File: config.mk
export PLATFORM = sky130hd
export DESIGN_NAME = prom_arb
export DESIGN_NICKNAME = d
export VERILOG_FILES = /design/src/rtl/prom_arb.sv
export SDC_FILE = /design/constraint.sdc
export NUM_CORES = 1
export LEC_CHECK = 0
export ABC_CLOCK_PERIOD_IN_PS = 7150
export BUFFER_PORTS_ARGS = -buffer_cell sky130_fd_sc_hd__buf_2
export CAP_MARGIN = 30
export CORE_ASPECT_RATIO = 0.7
export CORE_MARGIN = 2
export CORE_UTILIZATION = 30
export DETAILED_ROUTE_END_ITERATION = 16
export GPL_ROUTABILITY_DRIVEN = 0
export GPL_TIMING_DRIVEN = 0
export SYNTH_ARGS = -nofsm -noshare
export SYNTH_HDL_FRONTEND = slang
export SYNTH_SLANG_ARGS = --single-unit
File: constraint.sdc
create_clock -name clk -period 7.15 [get_ports clk]
set_clock_uncertainty 0.05 [all_clocks]
set_input_delay 1.0725 -clock clk [delete_from_list [all_inputs] [get_ports clk]]
set_output_delay 1.0725 -clock clk [all_outputs]
set_load 0.02 [all_outputs]
File: src/rtl/prom_arb.sv
// Two-port read arbiter in front of a synchronous PROM: issues at most one read
// per cycle and returns data on the granted port a fixed two cycles after its ack.
module prom_arb #(
    parameter int unsigned ADR_W = 9,
    parameter int unsigned DAT_W = 32,
    parameter int unsigned RR    = 1
) (
    input  logic             clk,
    input  logic             rst,
    input  logic             a_req,
    input  logic [ADR_W-1:0] a_adr,
    input  logic             b_req,
    input  logic [ADR_W-1:0] b_adr,
    output logic             a_ack,
    output logic             b_ack,
    output logic             a_vld,
    output logic             b_vld,
    output logic [DAT_W-1:0] a_data,
    output logic [DAT_W-1:0] b_data,
    output logic [ADR_W-1:0] rom_adr,
    input  logic [DAT_W-1:0] rom_data
);

    logic             grant_a;
    logic             grant_b;
    logic             last_b_q;
    logic             last_b_d;
    logic [ADR_W-1:0] adr_q;
    logic [ADR_W-1:0] adr_d;
    logic [1:0]       tag_q;
    logic [1:0]       tag_d;
    logic             a_vld_q;
    logic             b_vld_q;
    logic [DAT_W-1:0] a_data_q;
    logic [DAT_W-1:0] b_data_q;

    // last_b_q set means B won the most recent grant, so A wins the next contention
    always_comb begin
        grant_a = 1'b0;
        grant_b = 1'b0;
        if (!rst) begin
            if (a_req && b_req) begin
                if ((RR != 0) && !last_b_q) begin
                    grant_b = 1'b1;
                end else begin
                    grant_a = 1'b1;
                end
            end else begin
                grant_a = a_req;
                grant_b = b_req;
            end
        end
    end

    always_comb begin
        adr_d    = adr_q;
        last_b_d = last_b_q;
        if (grant_a) begin
            adr_d    = a_adr;
            last_b_d = 1'b0;
        end else if (grant_b) begin
            adr_d    = b_adr;
            last_b_d = 1'b1;
        end
        tag_d = {grant_b, grant_a};
    end

    assign rom_adr = adr_d;
    assign a_ack   = grant_a;
    assign b_ack   = grant_b;
    assign a_vld   = a_vld_q;
    assign b_vld   = b_vld_q;
    assign a_data  = a_data_q;
    assign b_data  = b_data_q;

    // tag_q marks the read whose PROM word is on rom_data this cycle
    always_ff @(posedge clk or posedge rst) begin
        if (rst) begin
            last_b_q <= 1'b1;
            adr_q    <= '0;
            tag_q    <= '0;
            a_vld_q  <= 1'b0;
            b_vld_q  <= 1'b0;
            a_data_q <= '0;
            b_data_q <= '0;
        end else begin
            last_b_q <= last_b_d;
            adr_q    <= adr_d;
            tag_q    <= tag_d;
            a_vld_q  <= tag_q[0];
            b_vld_q  <= tag_q[1];
            if (tag_q[0]) begin
                a_data_q <= rom_data;
            end
            if (tag_q[1]) begin
                b_data_q <= rom_data;
            end
        end
    end

endmodule

# [Word-level counts from Yosys, hierarchy flattened]
# Cells that the tools add are included.
[totals] register_bits=78 input_bits=54 out_inout_bits=77 elab_cells=19
[classes] mux=10 reduce_logical=2
[ops] cell="$mux W9" n=2
[ops] cell="$mux W1" n=8
[ops] cell="$reduce_bool A2 Y1" n=1
[ops] cell="$logic_and A1 B1 Y1" n=1

# [Depth between registers and ports, before layout]
[logic_depth] ltp_word=5 depth_mapped=5

# [Worst setup path before layout]
# Ideal clock, no wire load.
[synth_timing] path_kind="in2out" startpoint="in b_req" endpoint="out rom_adr[0]" arrival_time_ps=2057 path_slack_ps=3971 stages=5 n_path_buf=2 cell_sequence="nor2b_1 -> buf_6 -> or2_0 -> buf_2 -> a31oi_1"
[synth_between] elab_chain_len=5
[synth_lines] item="start, declared" line="12" rtl="input logic b_req,"
[synth_lines] item="$logic_and A1 B1 Y1" line="42" rtl="if (a_req && b_req) begin"
[synth_lines] item="$mux W1" line="42"
[synth_lines] item="$mux W1" line="41" rtl="if (!rst) begin"
[synth_lines] item="$mux W9" line="61" rtl="end else if (grant_b) begin"
[synth_lines] item="$mux W9 *" line="58" rtl="if (grant_a) begin"
[synth_lines] item="end, declared" line="20" rtl="output logic [ADR_W-1:0] rom_adr,"
# Mark *: on every way between the ends. The rest lies on a longest branch, timed or not.

# [Worst setup path after layout]
[layout_timing] startpoint="in rst" endpoint="out rom_adr[6]"
[layout_between] elab_chain_len=3
[layout_lines] item="start, declared" line="9" rtl="input logic rst,"
[layout_lines] item="$mux W1" line="41"
[layout_lines] item="$mux W9" line="61"
[layout_lines] item="$mux W9 *" line="58"
# Marks and branches as above.

==> metrics.md <==
| Metric | Value |
|---|---|
| Crit path buf inv count | `3` |
| Area of the multi-input gates | `around 970 µm²` |
| Reg2reg end | `adr_q[6]` |
| Rel. slew slack | `between 60% and 70%` |
| Worst VDD drop | `between 0.00015 and 0.0002 V` |
| DP HPWL | `between 5 and 6 mm` |
| Flop and latch count out of synthesis | `a little under 80` |
| Critical Path, Cell by Cell | `buf_2 > nand2b_1 > clkbuf_1 > o21ai_0 > a31oi_1 > buf_2` |
| Fillers | `around 940` |
| WL final | `7.04 mm` |
| Critical path type | `primary input to output port` |
| Synth top cells by count | `dfrtp_1, mux2_2, o21ai_0` |
| Overflow after GRT | `0` |
| Cell taking the most area after synthesis | `dfrtp_1` |
| Die width | `123 µm` |
| Slew @ Worst Pin | `488 ps` |
| Hold path startpoint | `tag_q[0]` |
| DRC errors left | `0` |
| Post-CTS Setup Bufs | `0` |
| R2r setup slk | `5580 ps` |
| Vias | `2192` |
| Overall power | `1.44 mW` |
| Final #Nets | `400` |
| Initial Util | `a little under a third` |
| Top-area cell type share of the netlist area | `about 64%` |
| Final Worst Setup Slack | `about 3700 ps` |
| Hold_ws | `approximately 320 ps` |
| Share of flip-flops with an asynchronous set or reset | `between 90% and 100%` |
| Die Area | `roughly 11000 µm²` |
| Slowest cell on crit path | `clkbuf_1` |
| Root Driver | `clkbuf_16` |
| Height of the die | `87.6 µm` |
| Iter 0 DRT Violations | `93` |
| ANT nets after route | `0` |
| Hold Vio Cnt, Final | `0` |
| Clock Pin Slew Worst Setup and Hold Paths | `approximately 60 ps` |
| Share of layout cells above drive strength 1 | `61.8%` |
| Top cells by area, synth | `dfrtp_1, mux2_2, a31oi_1` |
| CP arrival | `2300 ps` |
| Register Area | `roughly 2000 µm²` |
| Crit path required time | `6030 ps` |
| Vias in the first global route | `2198` |
| Gr usage total | `~13%` |
| Clock Sinks | `78` |
| Outcome | `complete, no violations` |
| Synth Cell Area | `3000 µm²` |
| Post-Synthesis Cells | `just over 200` |
| Core Region | `between 9000 and 10000 µm²` |
| Critical Path Stages | `6` |
| PwrDens | `346 nW/µm²` |
| Pre-CTS setup slack | `3760 ps` |
| Dominant synthesized flop cell | `dfrtp_1` |
| Resize count post-CTS | `0` |
| First-pass GRT wire length | `11.1 mm` |
| Most frequent CP cell | `buf_2` |
| Syn Nets | `258` |
| # H-tree levels | `3` |
| Largest net degree at the start of global routing | `46` |
| Crit path launch type | `primary input` |
| Synth warnings | `0` |
| Post-synth EDFFs | `0` |
| Post-Place Cells | `approximately 460` |
| CP endpoint kind | `output port` |
| Hold buffers post-CTS | `0` |
| DR WL/cell | `roughly 15 µm` |
| CTS tree | `built` |
| Core Rows | `30` |
| CTS Buffer Depth | `2` |
| Endpoint, Worst Hold | `a_vld` |
| Syn_area_per_cell | `14.7 µm²` |
| Hold-critical path depth | `0` |
| Final Cycle Share | `47.9%` |
| Finished Layout Cells | `around 480` |
| Setup TNS | `0 ps` |
| First drt pass iteration count | `4` |
| PortBufs | `130` |
| Count leader, synth | `dfrtp_1` |
| Final Critical Period | `around 3400 ps` |
| Critical-path maximum fanout | `10` |
| Setup-failing EPs final | `0` |
| Synthesis-to-layout area growth | `39.1%` |
| Seq/Total Area, Yosys | `about two thirds` |
| Max Cap Viol | `0` |
| Worst reg2reg path depth | `4` |
| Peak Freq | `slightly below 0.3 GHz` |
| Total CTS buffers | `9` |
| Unique masters post-synth | `19` |
| Final number of max-transition violations | `0` |
| RSZ-0062 raised after global routing | `no` |
| R2R Path Start | `last_b_q` |
| Hold Path Class | `flip-flop to flip-flop` |
| Slowest stage delay, CP | `~340 ps` |
| # IOs | `131` |
| Total leakage power | `1.96 nW` |
| Crit-path leading delay family | `buffers and inverters` |
| Clock insertion delay at the later pin of the skew report | `around 330 ps` |
| Vias per cell | `between 4 and 5` |
| Initial antenna violation count | `0` |
| # diodes | `0` |
[sequential cells by signal (all words and copies together), names as in the netlist]
signal    count
adr_q         9
last_b_q      1
b_data       32
b_vld         1
a_data       32
a_vld         1
tag_q         2
[cells in the final DEF, fill, tap and decap left out, types with 4 or more instances in the layout]
| master | Yosys | routed |
|---|---|---|
| clkbuf_1 | 5 | 5 |
| mux2_2 | 60 | 60 |
| nor3_1 | 9 | 9 |
| buf_2 | 7 | 137 |
| o21ai_0 | 10 | 10 |
| nand3_1 | 9 | 9 |
| dfrtp_1 | 77 | 77 |
| a31oi_1 | 9 | 9 |
| mux2_1 | 4 | 4 |
| clkbuf_16 | 0 | 9 |
[through the flow]
step                      cell area [µm²]  util (%)
after floorplan                      3000         -
after global placement               3810      39.3
after detailed placement             3840      39.6
after CTS                            4170      43.0
after global routing                 4170      43.0
final                                4170      43.0
[logic make-up (layout without fill, tap and decap cells)]
family                 Yosys count  in the layout  synth area share (%)
buffers and inverters           16            163                  2.55
flip-flops                      78             78                  65.2
AND/OR/NAND/NOR                 27             27                  4.64
AO/OA/AOI/OAI                   19             19                  3.55
multiplexers                    64             64                  24.1
[per-layer routing]
layer | track usage, % | wire length, µm
met1 | 17.3 | 3180
met3 | 5.53 | 611
met2 | 21.2 | 3170
met5 | 0 | 0
met4 | 3.72 | 75
[area by class of cell]
class | count | share of cell area, %
Sequential cell | 78 | 46.9
Multi-Input combinational cell | 110 | 23.2
Timing Repair Buffer | 131 | 16.3
Clock buffer | 10 | 5.73
Tap cell | 128 | 3.84
Clock inverter | 6 | 2.22
Buffer | 14 | 1.65
Inverter | 2 | 0.240
[power breakdown]
group / total [mW] / leakage, nW / internal (mW) / switching [mW]
Combinational: 0.372 / 0.890 / 0.150 / 0.222
Sequential: 0.576 / 0.919 / 0.535 / 0.0408
Clock: 0.496 / 0.155 / 0.317 / 0.179
Total: 1.44 / 1.96 / 1.00 / 0.441
[how the worst max path moves through the flow]
stage | startpoint | endpoint | slack, ps
floorplan | b_req | rom_adr[0] | 3970
global placement | rst | a_data[15] | 3030
detailed placement | rst | rom_adr[1] | 3760
CTS | rst | rom_adr[1] | 3750
global route | rst | rom_adr[1] | 3570
finish | rst | rom_adr[6] | 3730
Power figures use the tool's default switching activity.
